### src/rtl/alu_pipe.sv
// alu_pipe: pipelined integer execution unit between RS issue and the CDB.
// Each op is computed at issue, carried through STAGES-1 payload registers,
// then queued in an OBUF_DEPTH-entry result FIFO until the CDB grants.
// Issue is credit-limited so the FIFO can never overflow.
// Optional feature macro: ALU_MUL_EN enables RV32M multiply on ARITH with func7_0=1.
module alu_pipe #(
  parameter int DATA_W     = 32,
  parameter int ADDR_W     = 32,
  parameter int ROB_POS_W  = 4,
  parameter int STAGES     = 2,
  parameter int OBUF_DEPTH = 4
) (
  input  logic                 clk,
  input  logic                 rst,
  input  logic                 rdy,
  input  logic                 rollback,
  input  logic                 alu_en,
  output logic                 alu_ready,
  input  logic [6:0]           opcode,
  input  logic [2:0]           func3,
  input  logic                 func1,
  input  logic                 func7_0,
  input  logic [DATA_W-1:0]    val1,
  input  logic [DATA_W-1:0]    val2,
  input  logic [DATA_W-1:0]    imm,
  input  logic [ADDR_W-1:0]    pc,
  input  logic [ROB_POS_W-1:0] rob_pos,
  input  logic                 cdb_grant,
  output logic                 result,
  output logic [ROB_POS_W-1:0] result_rob_pos,
  output logic [DATA_W-1:0]    result_val,
  output logic                 result_jump,
  output logic [ADDR_W-1:0]    result_pc
);
  localparam logic [6:0] OP_ARITH  = 7'b0110011;
  localparam logic [6:0] OP_ARITHI = 7'b0010011;
  localparam logic [6:0] OP_BR     = 7'b1100011;
  localparam logic [6:0] OP_LUI    = 7'b0110111;
  localparam logic [6:0] OP_AUIPC  = 7'b0010111;
  localparam logic [6:0] OP_JAL    = 7'b1101111;
  localparam logic [6:0] OP_JALR   = 7'b1100111;

  // The FIFO write itself is the last of the STAGES registers.
  localparam int PIPE_N = STAGES - 1;
  localparam int PTR_W  = $clog2(OBUF_DEPTH);
  localparam int CNT_W  = $clog2(OBUF_DEPTH + STAGES + 1);

  logic [DATA_W-1:0]    calc2, alu_out, sra_out, calc_val;
  logic [ADDR_W-1:0]    pc_seq, calc_pc;
  logic                 calc_jump, br_taken;
  logic                 issue_fire, push_en, pop_en;
  logic                 push_v, push_jump;
  logic [ROB_POS_W-1:0] push_rob;
  logic [DATA_W-1:0]    push_val;
  logic [ADDR_W-1:0]    push_pc;
  logic [CNT_W-1:0]     inflight;
  logic [PTR_W-1:0]     wr_ptr, rd_ptr;
  logic [PTR_W:0]       fifo_count;
  logic [ROB_POS_W-1:0] mem_rob  [OBUF_DEPTH];
  logic [DATA_W-1:0]    mem_val  [OBUF_DEPTH];
  logic                 mem_jump [OBUF_DEPTH];
  logic [ADDR_W-1:0]    mem_pc   [OBUF_DEPTH];

  assign calc2   = (opcode == OP_ARITH) ? val2 : imm;
  assign sra_out = $signed(val1) >>> calc2[4:0];
  assign pc_seq  = pc + ADDR_W'(4);

`ifdef ALU_MUL_EN
  logic [2*DATA_W-1:0] mul_a, mul_b, mul_p;
  // MULHU zero-extends rs1; only MULH sign-extends rs2. Low word is signedness-independent.
  assign mul_a = (func3 == 3'b011) ? {{DATA_W{1'b0}}, val1} : {{DATA_W{val1[DATA_W-1]}}, val1};
  assign mul_b = (func3 == 3'b001) ? {{DATA_W{val2[DATA_W-1]}}, val2} : {{DATA_W{1'b0}}, val2};
  assign mul_p = mul_a * mul_b;
`else
  logic unused_func7;
  assign unused_func7 = func7_0;
`endif

  // Integer ALU for ARITH/ARITHI, optionally overridden by the multiplier
  always_comb begin
    alu_out = '0;
    case (func3)
      3'b000: alu_out = (opcode == OP_ARITH && func1) ? val1 - calc2 : val1 + calc2;
      3'b001: alu_out = val1 << calc2[4:0];
      3'b010: alu_out = {{(DATA_W-1){1'b0}}, ($signed(val1) < $signed(calc2))};
      3'b011: alu_out = {{(DATA_W-1){1'b0}}, (val1 < calc2)};
      3'b100: alu_out = val1 ^ calc2;
      3'b101: alu_out = func1 ? sra_out : (val1 >> calc2[4:0]);
      3'b110: alu_out = val1 | calc2;
      3'b111: alu_out = val1 & calc2;
      default: alu_out = '0;
    endcase
`ifdef ALU_MUL_EN
    if (opcode == OP_ARITH && func7_0) begin
      case (func3)
        3'b000:                 alu_out = mul_p[DATA_W-1:0];
        3'b001, 3'b010, 3'b011: alu_out = mul_p[2*DATA_W-1:DATA_W];
        default:                alu_out = '0;
      endcase
    end
`endif
  end

  // Branch condition evaluation on rs1/rs2
  always_comb begin
    br_taken = 1'b0;
    case (func3)
      3'b000: br_taken = (val1 == val2);
      3'b001: br_taken = (val1 != val2);
      3'b100: br_taken = ($signed(val1) <  $signed(val2));
      3'b101: br_taken = ($signed(val1) >= $signed(val2));
      3'b110: br_taken = (val1 <  val2);
      3'b111: br_taken = (val1 >= val2);
      default: br_taken = 1'b0;
    endcase
  end

  // Select rd value, redirect flag and next pc per opcode
  always_comb begin
    calc_val  = '0;
    calc_jump = 1'b0;
    calc_pc   = pc_seq;
    case (opcode)
      OP_ARITH, OP_ARITHI: calc_val = alu_out;
      OP_BR: begin
        calc_jump = br_taken;
        if (br_taken) calc_pc = pc + ADDR_W'(imm);
      end
      OP_LUI:   calc_val = imm;
      OP_AUIPC: calc_val = DATA_W'(pc) + imm;
      OP_JAL: begin
        calc_val  = DATA_W'(pc_seq);
        calc_jump = 1'b1;
        calc_pc   = pc + ADDR_W'(imm);
      end
      OP_JALR: begin
        calc_val  = DATA_W'(pc_seq);
        calc_jump = 1'b1;
        calc_pc   = ADDR_W'(val1 + imm) & ~ADDR_W'(1);
      end
      default: ;
    endcase
  end

  assign issue_fire = alu_en & alu_ready & rdy & ~rollback;

  generate
    if (PIPE_N == 0) begin : g_direct
      assign push_v    = issue_fire;
      assign push_rob  = rob_pos;
      assign push_val  = calc_val;
      assign push_jump = calc_jump;
      assign push_pc   = calc_pc;
      assign inflight  = '0;
    end else begin : g_stages
      logic [PIPE_N-1:0]    st_v;
      logic [ROB_POS_W-1:0] st_rob  [PIPE_N];
      logic [DATA_W-1:0]    st_val  [PIPE_N];
      logic                 st_jump [PIPE_N];
      logic [ADDR_W-1:0]    st_pc   [PIPE_N];

      // Stage valids: flushed on rst/rollback, otherwise shift one stage per enabled cycle
      always_ff @(posedge clk) begin
        if (rst || rollback) begin
          st_v <= '0;
        end else if (rdy) begin
          st_v[0] <= issue_fire;
          for (int i = 1; i < PIPE_N; i++) st_v[i] <= st_v[i-1];
        end
      end

      // Stage payloads follow the valids; they need no reset because the valids qualify them
      always_ff @(posedge clk) begin
        if (rdy) begin
          st_rob[0]  <= rob_pos;
          st_val[0]  <= calc_val;
          st_jump[0] <= calc_jump;
          st_pc[0]   <= calc_pc;
          for (int i = 1; i < PIPE_N; i++) begin
            st_rob[i]  <= st_rob[i-1];
            st_val[i]  <= st_val[i-1];
            st_jump[i] <= st_jump[i-1];
            st_pc[i]   <= st_pc[i-1];
          end
        end
      end

      assign push_v    = st_v[PIPE_N-1];
      assign push_rob  = st_rob[PIPE_N-1];
      assign push_val  = st_val[PIPE_N-1];
      assign push_jump = st_jump[PIPE_N-1];
      assign push_pc   = st_pc[PIPE_N-1];
      assign inflight  = CNT_W'($countones(st_v));
    end
  endgenerate

  assign push_en = push_v & rdy & ~rollback;
  assign pop_en  = result & cdb_grant & rdy & ~rollback;

  // FIFO pointers and occupancy: flush on rst/rollback, push/pop only when enabled
  always_ff @(posedge clk) begin
    if (rst || rollback) begin
      wr_ptr     <= '0;
      rd_ptr     <= '0;
      fifo_count <= '0;
    end else if (rdy) begin
      if (push_en) wr_ptr <= wr_ptr + PTR_W'(1);
      if (pop_en)  rd_ptr <= rd_ptr + PTR_W'(1);
      case ({push_en, pop_en})
        2'b10:   fifo_count <= fifo_count + (PTR_W+1)'(1);
        2'b01:   fifo_count <= fifo_count - (PTR_W+1)'(1);
        default: ;
      endcase
    end
  end

  // Result storage written at the tail on push
  always_ff @(posedge clk) begin
    if (push_en) begin
      mem_rob[wr_ptr]  <= push_rob;
      mem_val[wr_ptr]  <= push_val;
      mem_jump[wr_ptr] <= push_jump;
      mem_pc[wr_ptr]   <= push_pc;
    end
  end

  // Credits are conservative: a pop in this same cycle is not counted.
  assign alu_ready = (CNT_W'(fifo_count) + inflight) < CNT_W'(OBUF_DEPTH);

  assign result         = (fifo_count != '0);
  assign result_rob_pos = result ? mem_rob[rd_ptr]  : '0;
  assign result_val     = result ? mem_val[rd_ptr]  : '0;
  assign result_jump    = result ? mem_jump[rd_ptr] : 1'b0;
  assign result_pc      = result ? mem_pc[rd_ptr]   : '0;

  // The credit scheme must never deliver a push into a full FIFO without a matching pop
  assert property (@(posedge clk) disable iff (rst)
    !(push_en && !pop_en && (fifo_count == (PTR_W+1)'(OBUF_DEPTH))));

endmodule
### config.mk
export PLATFORM = sky130hd
export DESIGN_NAME = alu_pipe
export DESIGN_NICKNAME = d
export VERILOG_FILES = /design/src/rtl/alu_pipe.sv
export SDC_FILE = /design/constraint.sdc
export NUM_CORES = 1
export LEC_CHECK = 0
export BUFFER_PORTS_ARGS = -buffer_cell sky130_fd_sc_hd__buf_2
export CORE_MARGIN = 3
export CORE_UTILIZATION = 40
export DETAILED_ROUTE_END_ITERATION = 16
export PLACE_DENSITY = 0.54
export SLEW_MARGIN = 20
export SYNTH_ARGS = -nofsm -noshare
export SYNTH_HDL_FRONTEND = slang
export SYNTH_SLANG_ARGS = --single-unit
### constraint.sdc
create_clock -name clk -period 5.55 [get_ports clk]
set_input_delay 0 -clock clk [delete_from_list [all_inputs] [get_ports clk]]
set_output_delay 0 -clock clk [all_outputs]
set_load 0.01 [all_outputs]
==> results of run 1 <==
## path summary, 6_finish.rpt
check	startpoint	endpoint	slack (ns)	depth (start not counted)
min	pc[2]	g_stages.st_pc[0][2]	0.02	2
max	opcode[6]	g_stages.st_val[0][18]	0.71	17
max reg2reg	fifo_count[0]	fifo_count[2]	2.94	10
min reg2reg	g_stages.st_val[0][7]	mem_val[3][7]	0.49	0
## cells in the final DEF, fill, tap and decap left out, drive strengths merged, types with 34 or more instances in the layout
cell	n
inv	172
a21oi	222
o221ai	36
nand3	132
xnor2	69
nor3	54
o211ai	52
a31oi	42
nor2	223
nand2b	34
a21o	47
buf	317
a211oi	61
and2	90
o21ai	269
edfxtp	345
xor2	40
ha	189
mux4	71
nand2	293
clkbuf	50
## power by group
group,total (W),switching (W),internal [W]
registers,0.00305,0.0000495,0.00300
logic,0.00186,0.00125,0.000611
clock network,0.00245,0.00105,0.00140
total,0.00737,0.00235,0.00502
## sequential cells by signal, indices dropped and copies added, names as in the netlist, named ones only
| signal | cells |
|---|---|
| g_stages.st_rob | 4 |
| g_stages.st_v | 1 |
| mem_pc | 128 |
| mem_rob | 16 |
| fifo_count | 3 |
| rd_ptr | 2 |
| g_stages.st_jump | 1 |
| g_stages.st_pc | 32 |
| mem_val | 128 |
| mem_jump | 4 |
| g_stages.st_val | 32 |
| wr_ptr | 2 |
## critical path, cell delays in order
cell and delay, ns:
buf_2 0.12, nand3b_1 0.48, o21ai_2 0.42, and2_1 0.21
inv_2 0.04, ha_1 0.34, nor2b_1 0.17, o31a_1 0.30
o31ai_1 0.67, a21oi_1 0.27, o21ai_0 0.36, a21oi_1 0.12
a21oi_1 0.19, xnor2_1 0.09, o211ai_1 0.54, o221ai_1 0.23
dlygate4sd3_1 0.60
## cell families (layout without fill, tap and decap cells)
kind of cell,after synthesis,count (layout),share of synthesized area (%)
buf+inv,357,576,4.92
mux,115,115,7.21
other cells,0,10,0
fa+ha+maj,193,193,8.59
xor+xnor,109,109,3.35
compound gates,1002,1002,23.0
simple gates,947,947,15.8
flops,355,355,37.1
## per-layer routing
layer	wire [µm]	up-vias	share of wire [%]	global-route usage, %
li1	-	12043	-	-
met1	53100	13428	41	45.1
met2	57900	1476	45	53.1
met3	10400	285	8.1	4.76
met4	6900	8	5.4	15.9
met5	54	-	0.042	0
## final cells by class
type | count | share of cell area (%)
multi-input combinational | 2366 | 51.4
sequential | 355 | 32.8
timing repair buffer | 338 | 6.35
tap | 940 | 3.65
clock buffer | 50 | 3.16
inverter | 168 | 1.96
clock inverter | 20 | 0.556
antenna | 10 | 0.0778
## per-stage QoR
| stage | std cells | util, % | instance area [µm²] | hold WS (ns) | setup WS [ns] |
|---|---|---|---|---|---|
| final | 4247 | 45.8 | 32200 | 0.0225 | 0.708 |
| after global routing | 4238 | 45.8 | 32200 | 0.0205 | 0.583 |
| after CTS | 4237 | 45.8 | 32200 | 0.000371 | 0.947 |
| after detailed placement | 4146 | 43.8 | 30700 | 0.178 | 0.807 |
| after global placement | 4146 | 43.8 | 30700 | 0.180 | 0.944 |
| after floorplan | 3078 | - | 28500 | 0.0989 | 1.14 |
==> reports/qor.yml, run 1 <==
floorplanning:
  die_area_um2: 74400
  io_pins: 221
  die_h_um: 273
  fp-row-count: 97
  core_area_um2: 70300
  initial_core_util_pct: 40.5
  dieWidth_um: 273
clocking:
  cts_made_buffers: 38
  ctsLongestPathBuffers: 3
  hold_buffers: 21
  cts_sinks: 355
  cts_tree: "built"
  cts-htree-levels: 2
  post-cts-setup-buffers: 0
  cts_root_buf: "clkbuf_16"
  clk_pin_slew_ns: 0.06
  cts_resized: 0
  clk_latency_ns: 0.57
synth:
  yosysTopAreaCell: "edfxtp_1"
  ys_top_cells_by_count: "edfxtp_1, nand2_1, o21ai_0, a21oi_1, nor2_1"
  synthFlopType: "edfxtp_1"
  synth.most_common_cell: "edfxtp_1"
  synth_edf_count: 345
  ys_ff_latch: 355
  syn_area_um2: 28500
  synthDistinctLibCells: 94
  yosysSeqAreaShare_pct: 37.1
  synthTopCellsByArea: "edfxtp_1, ha_1, mux4_2"
  syn-num-nets: 3421
  synth.avg_cell_area_um2: 9.25
  yosysWarnings: 0
  synthCells: 3078
  yosys.area.top_type_share_pct: 36.4
  async_flop_share_pct: 0
grt:
  grt_overflow: 0
  antenna_found_initial: 10
  grtUsageTotal_pct: 33.5
  grt_max_degree: 78
  first_global_vias: 25929
  grt_pass1_wl_um: 183000
layout:
  nFillCells: 6840
  seqCellArea_um2: 10600
  area.growth.synth_to_final_pct: 13.1
  multi_input_area_um2: 16500
  drive_gt1_share_pct: 15.2
  nets: 3610
detailed_routing:
  drt_iter0_markers: 2902
  first_pass_iters: 8
  wl_per_cell_um: 30.2
  vias_per_cell: 6.41
  drc: 0
  postRouteAntennaNets: 0
  wl_um: 128000
  vias: 27240
sta:
  maxSlewHeadroom_pct: 23.3
  grt_setup_unrepaired: "false"
  skew_ns: 0.0269
  period_minus_slack_ns: 4.84
  fin_tns_setup_ns: 0
  finalCritPeriodShare_pct: 87.2
  hold_violations: 0
  drv_slew: 0
  max_freq_mhz: 207
  worstMarginPinSlew_ns: 1.14
  setup_viol: 0
pwr:
  vdd_drop_max_mv: 0.179
  power_density_nw_per_um2: 229
  fin_total_pwr_w: 0.00737
  p_leak_nw: 12.3
worst_setup_path:
  cp-start-kind: "input pin"
  crit_type: "input pin to flop"
  arrival_ns: 5.15
  crit_required_ns: 5.86
  cp_max_fo: 11
  critPathCaptureType: "flop"
placed_design:
  io_buffer_count: 219
  gp_congestion: 1.02
  place_hpwl_um: 99500
hold_path:
  holdCritPathClass: "input pin to flop"
job:
  maxCapViolCount: 0
status:
  run_status: "finished clean"
(Power assumes the default switching activity.)
==> run 2: changes to the inputs <==
--- a/config.mk
+++ b/config.mk
@@ -6,10 +6,13 @@
 export NUM_CORES = 1
 export LEC_CHECK = 0
 export BUFFER_PORTS_ARGS = -buffer_cell sky130_fd_sc_hd__buf_2
+export CELL_PAD_IN_SITES_DETAIL_PLACEMENT = 1
+export CELL_PAD_IN_SITES_GLOBAL_PLACEMENT = 1
 export CORE_MARGIN = 3
 export CORE_UTILIZATION = 40
 export DETAILED_ROUTE_END_ITERATION = 16
-export PLACE_DENSITY = 0.54
+export GPL_TIMING_DRIVEN = 0
+export PLACE_DENSITY = 0.67
 export SLEW_MARGIN = 20
 export SYNTH_ARGS = -nofsm -noshare
 export SYNTH_HDL_FRONTEND = slang
==> run 2 against run 1 <==
Net effect: the flow now finishes with violations (negative setup slack); via count is 5.3% higher; sequential share of layout area is 0.11 points lower; total power is 0.19% higher; hold slack worse by 0.0087 ns; routed wire length is 20% higher; critical path depth is 1 higher; register-to-register slack worse by 0.13 ns; sequential power hardly changed; global-route usage is 7.0 points higher; critical path type unchanged.
==> reports/qor.yml, run 2 (synthesized netlist as in run 1, its figures left out) <==
pwr:
  netSwitchingFraction_pct: 33.7  # +1.8 points
  p_int_w: 0.00490  # -2.4%
  power_density_nw_per_um2: 229  # about the same
  combPwrFrac_pct: 27.2  # +1.9 points
  p_clk_share_pct: 31.6  # -1.7 points
  p_switching_w: 0.00249  # +5.7%
  vdd_drop_max_mv: 0.259  # +45%
  p_leak_nw: 12.2  # -1.2%
  p_seq_share_pct: 41.2  # -0.2 points
clocking:
  ctsLongestPathBuffers: 3  # unchanged
  cts_root_buf: "clkbuf_16"
  clk_latency_ns: 0.55  # -0.02 ns
  clk_pin_slew_ns: 0.06  # about the same
  cts_sinks: 355  # unchanged
  cts_made_buffers: 36  # -5.3%
  cts-htree-levels: 2  # unchanged
  cts_tree: "built"
floorplanning:
  initial_core_util_pct: 40.5  # unchanged
  die_h_um: 273  # unchanged
  core_area_um2: 70300  # unchanged
  io_pins: 221  # unchanged
  dieWidth_um: 273  # unchanged
  die_area_um2: 74400  # unchanged
  fp-row-count: 97  # unchanged
detailed_routing:
  first_pass_iters: 7  # -1
  wl_um: 154000  # +20%
  vias: 28685  # +5.3%
  drc: 0  # unchanged
  wl_per_cell_um: 35.6  # +18%
  postRouteAntennaNets: 0  # unchanged
  drt_iter0_markers: 3196  # +10%
  vias_per_cell: 6.63  # +3.4%
sta:
  grt_setup_unrepaired: "false"
  worstMarginPinSlew_ns: 1.23  # +0.0954 ns
  final.setup.worst_slack_ns: -0.0366  # -0.744 ns
  fin_hold_ws_ns: 0.0137  # -0.00875 ns
  setup_viol: 1  # +1
  maxSlewHeadroom_pct: 17.2  # -6.1 points
  finalCritPeriodShare_pct: 101  # +13 points
  skew_ns: 0.0137  # -0.0132 ns
  period_minus_slack_ns: 5.59  # +0.744 ns
  hold_violations: 0  # unchanged
  fin_tns_setup_ns: -0.0366  # -0.0366 ns
  drv_slew: 0  # unchanged
  max_freq_mhz: 179  # -13%
grt:
  first_global_vias: 29693  # +15%
  grtUsageTotal_pct: 40.5  # +7.0 points
  antenna_found_initial: 10  # unchanged
  grt_max_degree: 51  # -35%
  grt_pass1_wl_um: 218000  # +19%
  grt_overflow: 0  # unchanged
layout:
  final_cell_mix: "edfxtp_1, nand2_1, o21ai_0, buf_2, a21oi_1"
  nets: 3692  # +2.3%
  nFillCells: 8134  # +19%
  area.growth.synth_to_final_pct: 13.4
  layout.cells.most_common: "edfxtp_1"
  multi_input_area_um2: 16600  # +0.36%
  drive_gt1_share_pct: 13.8  # -1.4 points
  seqCellArea_um2: 10600  # about the same
  biggestRegsByFlops: "mem_pc x128, mem_val x128"
  final_core_util_pct: 45.9  # +0.12 points
placed_design:
  gp_congestion: 1.09  # +6.2%
  io_buffer_count: 217  # -0.91%
  place_hpwl_um: 123000  # +24%
worst_setup_path:
  crit_required_ns: 5.80  # -0.06 ns
  arrival_ns: 5.84  # +0.69 ns
  crit_type: "input pin to flop"
  r2r_slack_ns: 2.81  # -0.13 ns
  cp_max_fo: 19  # +8
  cp-start-kind: "input pin"
  critPathCaptureType: "flop"
  ff2ff_path_depth: 10  # unchanged
status:
  violations: "negative setup slack"
  run_status: "finished, violations left"
hold_path:
  min_path_cells: 3  # +1
  holdCritPathClass: "input pin to flop"
job:
  maxCapViolCount: 0  # unchanged
-- run 2: cell types whose count changed in the layout (fill, tap and decap cells not counted), sizes merged, moves of 2 or more --
cell / previous run / this run
dlygate4sd3: 21 / 13
buf: 317 / 287
clkinvlp: 0 / 4
inv: 172 / 167
clkbuf: 50 / 164
clkinv: 14 / 16
-- run 2: worst paths after layout --
path                               from                endpoint
setup / recovery              opcode[3]   g_stages.st_val[0][0]
hold reg to reg   g_stages.st_pc[0][24]           mem_pc[3][24]
setup reg to reg          fifo_count[0]           fifo_count[2]
hold / removal                  imm[18]  g_stages.st_val[0][18]
-- run 2: timing repair --
action                                  CTS  global route
endpoints found under the hold margin    31             0
gates cloned                              0             0
hold buffers                             13             0
gates resized for setup                   9            10
endpoints found under the setup margin   21             6
buffers inserted                          0             3
-- run 2: power groups by stage --
stage / combinational [W] / clock, W / sequential [W]
2_1_floorplan: 0.00110 / 0 / 0.00308
3_3_place_gp: 0.00186 / 0 / 0.00309
3_5_place_dp: 0.00189 / 0 / 0.00310
4_1_cts: 0.00192 / 0.00235 / 0.00304
5_1_grt: 0.00210 / 0.00245 / 0.00305
6_report: 0.00201 / 0.00233 / 0.00305
-- run 2: critical path, cell delays in order --
cell and delay [ns]:
buf_2 0.19, and4bb_1 0.34, buf_4 0.19, buf_2 0.24, nand3_1 0.14, nand2_1 0.45, buf_2 0.40, buf_2 0.54
ha_1 0.25, inv_1 0.10, ha_1 0.20, a21o_1 0.19, a221oi_2 0.59, o41ai_2 0.27, o31ai_2 0.52, o21ai_0 0.33
a2111o_1 0.52, o2111ai_1 0.33
-- run 2: area by class of cell --
cell class,count,area share (%)
clock inverter,21,0.558
sequential,355,32.7
buffer,181,2.35
clock buffer,43,2.87
timing repair buffer,241,4.33
tap,940,3.65
multi-input combinational,2366,51.5
inverter,168,1.97
antenna,11,0.0853
-- run 2: per-layer routing --
metal | wire length [µm] | vias up | part of all wire (%) | GRT usage [%]
met5 | 17 | - | 0.011 | 0
met4 | 12700 | 2 | 8.3 | 27.4
met3 | 11200 | 473 | 7.3 | 6.10
met2 | 72100 | 1542 | 47 | 67.6
met1 | 57900 | 14457 | 38 | 48.3
li1 | - | 12211 | - | -
-- run 2: metrics by stage --
step / area (µm²) / std cells / power, W / setup WS [ns]
2_1_floorplan: 28500 / 3078 / 0.00418 / 1.14
3_3_place_gp: 30700 / 4235 / 0.00495 / -1.86
3_5_place_dp: 30900 / 4243 / 0.00499 / -1.69
4_1_cts: 32200 / 4315 / 0.00731 / 0.0556
5_1_grt: 32200 / 4318 / 0.00760 / 0.00478
6_report: 32300 / 4326 / 0.00738 / -0.0366
